File: src/rtl/loader_pkg.sv
// Shared definitions for the instruction-memory boot loader.
// Optional feature macro: LOADER_CHECKSUM_EN (adds the CHK state).
package loader_pkg;

  localparam int unsigned DEF_MEM_DEPTH   = 64;
  localparam int unsigned DEF_ADDR_STRIDE = 4;

  typedef enum logic [2:0] {
    ST_IDLE    = 3'd0,
    ST_LEN_HI  = 3'd1,
    ST_LEN_LO  = 3'd2,
    ST_DATA_HI = 3'd3,
    ST_DATA_LO = 3'd4,
`ifdef LOADER_CHECKSUM_EN
    ST_CHK     = 3'd5,
`endif
    ST_DONE    = 3'd6,
    ST_ERR     = 3'd7
  } state_t;

  // States in which the loader consumes stream bytes.
  function automatic logic ready_in_state(input state_t s);
    case (s)
      ST_LEN_HI, ST_LEN_LO, ST_DATA_HI, ST_DATA_LO: ready_in_state = 1'b1;
`ifdef LOADER_CHECKSUM_EN
      ST_CHK:                                       ready_in_state = 1'b1;
`endif
      default:                                      ready_in_state = 1'b0;
    endcase
  endfunction

endpackage

File: src/rtl/imem_loader_byte_pair_assembler.sv
// Joins a high byte and a following low byte into one 16-bit word with a
// one-cycle valid pulse registered on the low-byte transfer.
module byte_pair_assembler (
  input  logic        clk,
  input  logic        rst,
  input  logic        hi_load,
  input  logic        lo_load,
  input  logic [7:0]  byte_in,
  output logic [15:0] word,
  output logic        word_valid
);

  logic [7:0] hi_q;

  // Latch the high byte; publish the word (held until the next pair).
  always_ff @(posedge clk or posedge rst) begin
    if (rst) begin
      hi_q       <= '0;
      word       <= '0;
      word_valid <= 1'b0;
    end else begin
      word_valid <= lo_load;
      if (hi_load) hi_q <= byte_in;
      if (lo_load) word <= {hi_q, byte_in};
    end
  end

endmodule

File: src/rtl/imem_loader.sv
// Boot-time instruction-memory loader: receives a 16-bit word count and that
// many big-endian 16-bit words over a byte handshake, writes them to the
// instruction memory and releases the core from reset on success.
// Optional feature macro: LOADER_CHECKSUM_EN (trailing XOR checksum byte).
module imem_loader
  import loader_pkg::*;
#(
  parameter int unsigned MEM_DEPTH   = DEF_MEM_DEPTH,
  parameter int unsigned ADDR_STRIDE = DEF_ADDR_STRIDE
) (
  input  logic        clk,
  input  logic        rst,
  input  logic        start,
  input  logic        in_valid,
  input  logic [7:0]  in_data,
  output logic        in_ready,
  output logic        imem_we,
  output logic [15:0] imem_addr,
  output logic [15:0] imem_wd,
  output logic        cpu_rst_hold,
  output logic        busy,
  output logic        done,
  output logic        error
);

  localparam logic [15:0] MAX_LEN = 16'(MEM_DEPTH);
  localparam logic [15:0] STRIDE  = 16'(ADDR_STRIDE);

`ifdef LOADER_CHECKSUM_EN
  localparam state_t TAIL = ST_CHK;
`else
  localparam state_t TAIL = ST_DONE;
`endif

  state_t      state, state_n;
  logic        xfer, launch, hi_load, lo_load;
  logic [15:0] len_q, cnt_q, len_full;
`ifdef LOADER_CHECKSUM_EN
  logic [7:0]  csum_q;
`endif

  assign in_ready = ready_in_state(state);
  assign xfer     = in_valid && in_ready;
  assign len_full = {len_q[15:8], in_data};

  // State register.
  always_ff @(posedge clk or posedge rst) begin
    if (rst) state <= ST_IDLE;
    else     state <= state_n;
  end

  // Next-state decode and byte-routing strobes.
  always_comb begin
    state_n = state;
    launch  = 1'b0;
    hi_load = 1'b0;
    lo_load = 1'b0;
    case (state)
      ST_IDLE, ST_DONE, ST_ERR: begin
        if (start) begin
          state_n = ST_LEN_HI;
          launch  = 1'b1;
        end
      end
      ST_LEN_HI: if (xfer) state_n = ST_LEN_LO;
      ST_LEN_LO: begin
        if (xfer) begin
          if (len_full > MAX_LEN)   state_n = ST_ERR;
          else if (len_full == '0)  state_n = TAIL;
          else                      state_n = ST_DATA_HI;
        end
      end
      ST_DATA_HI: begin
        if (xfer) begin
          hi_load = 1'b1;
          state_n = ST_DATA_LO;
        end
      end
      ST_DATA_LO: begin
        if (xfer) begin
          lo_load = 1'b1;
          state_n = (cnt_q + 16'd1 == len_q) ? TAIL : ST_DATA_HI;
        end
      end
`ifdef LOADER_CHECKSUM_EN
      ST_CHK: if (xfer) state_n = (in_data == csum_q) ? ST_DONE : ST_ERR;
`endif
      default: state_n = ST_IDLE;
    endcase
  end

  // Length, word counter, write address, checksum and sticky status.
  always_ff @(posedge clk or posedge rst) begin
    if (rst) begin
      len_q        <= '0;
      cnt_q        <= '0;
      imem_addr    <= '0;
      busy         <= 1'b0;
      done         <= 1'b0;
      error        <= 1'b0;
      cpu_rst_hold <= 1'b1;
`ifdef LOADER_CHECKSUM_EN
      csum_q       <= '0;
`endif
    end else begin
      if (launch) begin
        cnt_q        <= '0;
        busy         <= 1'b1;
        done         <= 1'b0;
        error        <= 1'b0;
        cpu_rst_hold <= 1'b1;
      end
      if (xfer && state == ST_LEN_HI) len_q[15:8] <= in_data;
      if (xfer && state == ST_LEN_LO) len_q[7:0]  <= in_data;
      if (lo_load) begin
        imem_addr <= cnt_q * STRIDE;
        cnt_q     <= cnt_q + 16'd1;
      end
`ifdef LOADER_CHECKSUM_EN
      if (launch)    csum_q <= '0;
      else if (xfer) csum_q <= csum_q ^ in_data;
`endif
      if (state_n == ST_DONE && state != ST_DONE) begin
        busy         <= 1'b0;
        done         <= 1'b1;
        cpu_rst_hold <= 1'b0;
      end
      if (state_n == ST_ERR && state != ST_ERR) begin
        busy         <= 1'b0;
        error        <= 1'b1;
        cpu_rst_hold <= 1'b1;
      end
    end
  end

  byte_pair_assembler u_asm (
    .clk        (clk),
    .rst        (rst),
    .hi_load    (hi_load),
    .lo_load    (lo_load),
    .byte_in    (in_data),
    .word       (imem_wd),
    .word_valid (imem_we)
  );

endmodule

File: config.mk
export PLATFORM = sky130hd
export DESIGN_NAME = imem_loader
export DESIGN_NICKNAME = d
export VERILOG_FILES = /design/src/rtl/loader_pkg.sv /design/src/rtl/imem_loader_byte_pair_assembler.sv /design/src/rtl/imem_loader.sv
export SDC_FILE = /design/constraint.sdc
export NUM_CORES = 1
export LEC_CHECK = 0
export ABC_AREA = 0
export CORE_MARGIN = 4
export CORE_UTILIZATION = 35
export CTS_CLUSTER_DIAMETER = 100
export DETAILED_ROUTE_END_ITERATION = 10
export PLACE_DENSITY_LB_ADDON = 0.1
export SYNTH_ARGS = -nofsm -noshare
export SYNTH_HDL_FRONTEND = slang
export SYNTH_SLANG_ARGS = --single-unit
File: constraint.sdc
create_clock -name clk -period 4.4 [get_ports clk]
set_clock_uncertainty 0.15 [all_clocks]
set_input_delay 0.88 -clock clk [delete_from_list [all_inputs] [get_ports clk]]
set_output_delay 0.88 -clock clk [all_outputs]
set_load 0.01 [all_outputs]
==> flow_summary.json <==
{
  "clockPowerShare": 0.223,
  "syn_to_final_growth_pct": 20.18,
  "io_pins": 50,
  "fin_hold_ws_ns": 0.3243,
  "synth_cell_types": 57,
  "drive_gt1_frac": 0.1225,
  "yosys-top-cells-area": "dfrtp_1 50%, nand2_1 11%, mux2_2 7.0%",
  "swShare": 0.3488,
  "synth_edf_count": 0,
  "grt.total_usage": 0.1650,
  "ir_worst_vdd_v": 0.0002630,
  "gp_congestion": 0.7756,
  "cts_root_buffer": "clkbuf_8",
  "overflow": 0,
  "p_int_mw": 1.772,
  "grt_pass1_vias": 3232,
  "drc": 0,
  "die_y_um": 113.3,
  "die_area_um2": 12840,
  "first_pass_iters": 4,
  "nFillCells": 1087,
  "postCtsSetupRepairBufs": 0,
  "h-tree-depth": 3,
  "cts_hold_buf": 0,
  "port_buffers": 47,
  "syn_area_um2": 3881,
  "slew_headroom": 0.3218,
  "synth_area_per_cell_um2": 9.490,
  "ys_seq_area_frac": 0.5032,
  "synth-seq-cells": 78,
  "synth_flop_cell": "dfrtp_1",
  "routedWlPerCell_um": 16.54,
  "finalHoldViolations": 0,
  "grt_max_degree": 54,
  "antenna_found_initial": 0,
  "cts_buffer_depth": 2,
  "instances_no_fill": 589,
  "row_count": 38,
  "cts_tree": "yes",
  "diodes": 0,
  "clk_latency_ns": 0.36,
  "cts_resized": 0,
  "dpl.hpwl_um": 6703,
  "cts_buffers": 9,
  "layout_min_cycle_time_ns": 3.346,
  "crit_required_ns": 4.50,
  "wirelength_um": 9745,
  "fmax_mhz": 298.9,
  "path_class": "in -> reg",
  "combPwrFrac": 0.349,
  "multi_input_area_um2": 1794,
  "cts.sinks": 78,
  "slew_viol_final": 0,
  "worstMarginPinSlew_ns": 1.014,
  "start_kind": "input pin",
  "fin_setup_tns_ns": 0,
  "p_seq_frac": 0.429,
  "synthArstFlopShare": 1.000,
  "initial_core_util": 0.3580,
  "vias": 3075,
  "path_clk_slew_ns": 0.08,
  "hold_class": "reg -> reg",
  "die_w_um": 113.3,
  "nets": 457,
  "fin_crit_sh": 0.7604,
  "status": "complete, no violations",
  "setup_viol": 0,
  "core_area_um2": 10840,
  "p_per_area_nw_per_um2": 583.2,
  "cap_violations": 0,
  "p_leak_nw": 2.028,
  "yosysTopAreaCell": "dfrtp_1",
  "critPathMaxFanout": 5,
  "synth_warnings": 0,
  "rsz0062_at_grt": "no",
  "synth_top_cell_area_share": 0.4965,
  "grt_pass1_wl_um": 16790,
  "final_util": 0.4303,
  "arrival_ns": 3.44,
  "p_total_mw": 2.720,
  "drt_iter0_markers": 115,
  "dp.cells": 573,
  "p_sw_mw": 0.9487,
  "worstSetupEndpointType": "register",
  "drtAntennaViolNets": 0,
  "regArea_um2": 1953,
  "syn_inst": 409,
  "post_drt_via_cell_ratio": 5.221
}
## synthesized netlist by cell type, types with 9 or more instances
cell type / n
buf_2: 9
mux2_2: 24
nor2_1: 22
xor2_1: 9
dfrtp_1: 77
clkbuf_1: 14
nand3_1: 11
nand2_1: 112
o21ai_0: 28
xnor2_1: 13
## sequential cells by signal (all words and copies together) (netlist names)
name / count
error: 1
busy: 1
state: 3
cpu_rst_hold: 1
done: 1
u_asm.word: 16
u_asm.word_valid: 1
len_q: 16
u_asm.hi_q: 8
cnt_q: 16
imem_addr: 14
## layer usage
layer / track usage / routed length, µm
met1: 0.2201 / 4555
met2: 0.2634 / 4656
met3: 0.04064 / 423
met4: 0.05529 / 109
met5: 0 / 0
## cell usage in the layout (no fill, tap or decap), types with 3 or more instances in the layout
cell type	count
or4_1	4
nand3_1	10
nor3_1	4
a21oi_1	4
o21ai_0	28
and3_1	4
and2_1	3
nand2_1	112
inv_1	3
clkdlybuf4s50_1	47
dfrtp_1	77
clkinv_4	3
nor2_1	22
xnor2_1	13
nand2b_1	3
or3_1	3
o31ai_1	4
a32o_1	3
clkbuf_8	9
buf_4	4
mux2_2	24
nand4_1	3
a31oi_1	3
xor2_1	9
## cell families (layout without fill, tap and decap cells)
group	after synthesis	count (layout)	share of synthesized area
buffers and inverters	33	72	0.03675
flip-flops	78	78	0.5032
multiplexers	25	25	0.07221
XOR/XNOR	22	22	0.04965
adder cells (fa/ha/maj)	1	1	0.003223
other	1	2	0.0009662
AO/OA/AOI/OAI	63	63	0.1070
AND/OR/NAND/NOR	186	186	0.2269
## per-stage QoR
stage,instance area (µm²),setup WS (ns)
floorplan,3885,1.347
global placement,4442,0.7212
detailed placement,4442,0.7026
global route,4664,0.9459
finish,4664,1.054
CTS,4664,1.083
## power groups by stage
| stage | Clock [mW] | Combinational (mW) | Sequential (mW) |
|---|---|---|---|
| 2_1_floorplan | 0 | 0.605 | 1.13 |
| 6_report | 0.605 | 0.948 | 1.17 |
| 5_1_grt | 0.657 | 1.06 | 1.21 |
| 3_5_place_dp | 0 | 0.959 | 1.18 |
| 3_3_place_gp | 0 | 0.940 | 1.18 |
| 4_1_cts | 0.622 | 0.964 | 1.17 |
## critical path, cell delays in order
cell and delay, ns:
clkdlybuf4s50_1 0.49, or4_1 0.60, o31a_1 0.25, or4b_1 0.50, a22o_1 0.26, a21o_1 0.20, a32o_1 0.26
## final timing paths
path	cells after the start	slack (ns)	start	to
worst min register to register	2	0.32	u_asm.hi_q[4]$_DFFE_PP0P_	u_asm.word[12]$_DFFE_PP0P_
min in group asynchronous	2	0.73	rst	cnt_q[0]$_DFFE_PP0P_
worst min-delay path	2	0.32	u_asm.hi_q[4]$_DFFE_PP0P_	u_asm.word[12]$_DFFE_PP0P_
worst max-delay path	7	1.05	in_data[0]	error$_DFFE_PP0P_
worst max register to register	8	1.26	cnt_q[0]$_DFFE_PP0P_	state[2]$_DFF_PP0_
max in group asynchronous	3	2.59	rst	cnt_q[9]$_DFFE_PP0P_
## final cells by class
cell class,count,area share
Sequential cell,78,0.4187
Tap cell,140,0.03755
Clock buffer,9,0.02656
Inverter,5,0.004024
Timing Repair Buffer,51,0.1073
Clock inverter,7,0.02119
Multi-Input combinational cell,299,0.3847
(Power assumes the default switching activity.)
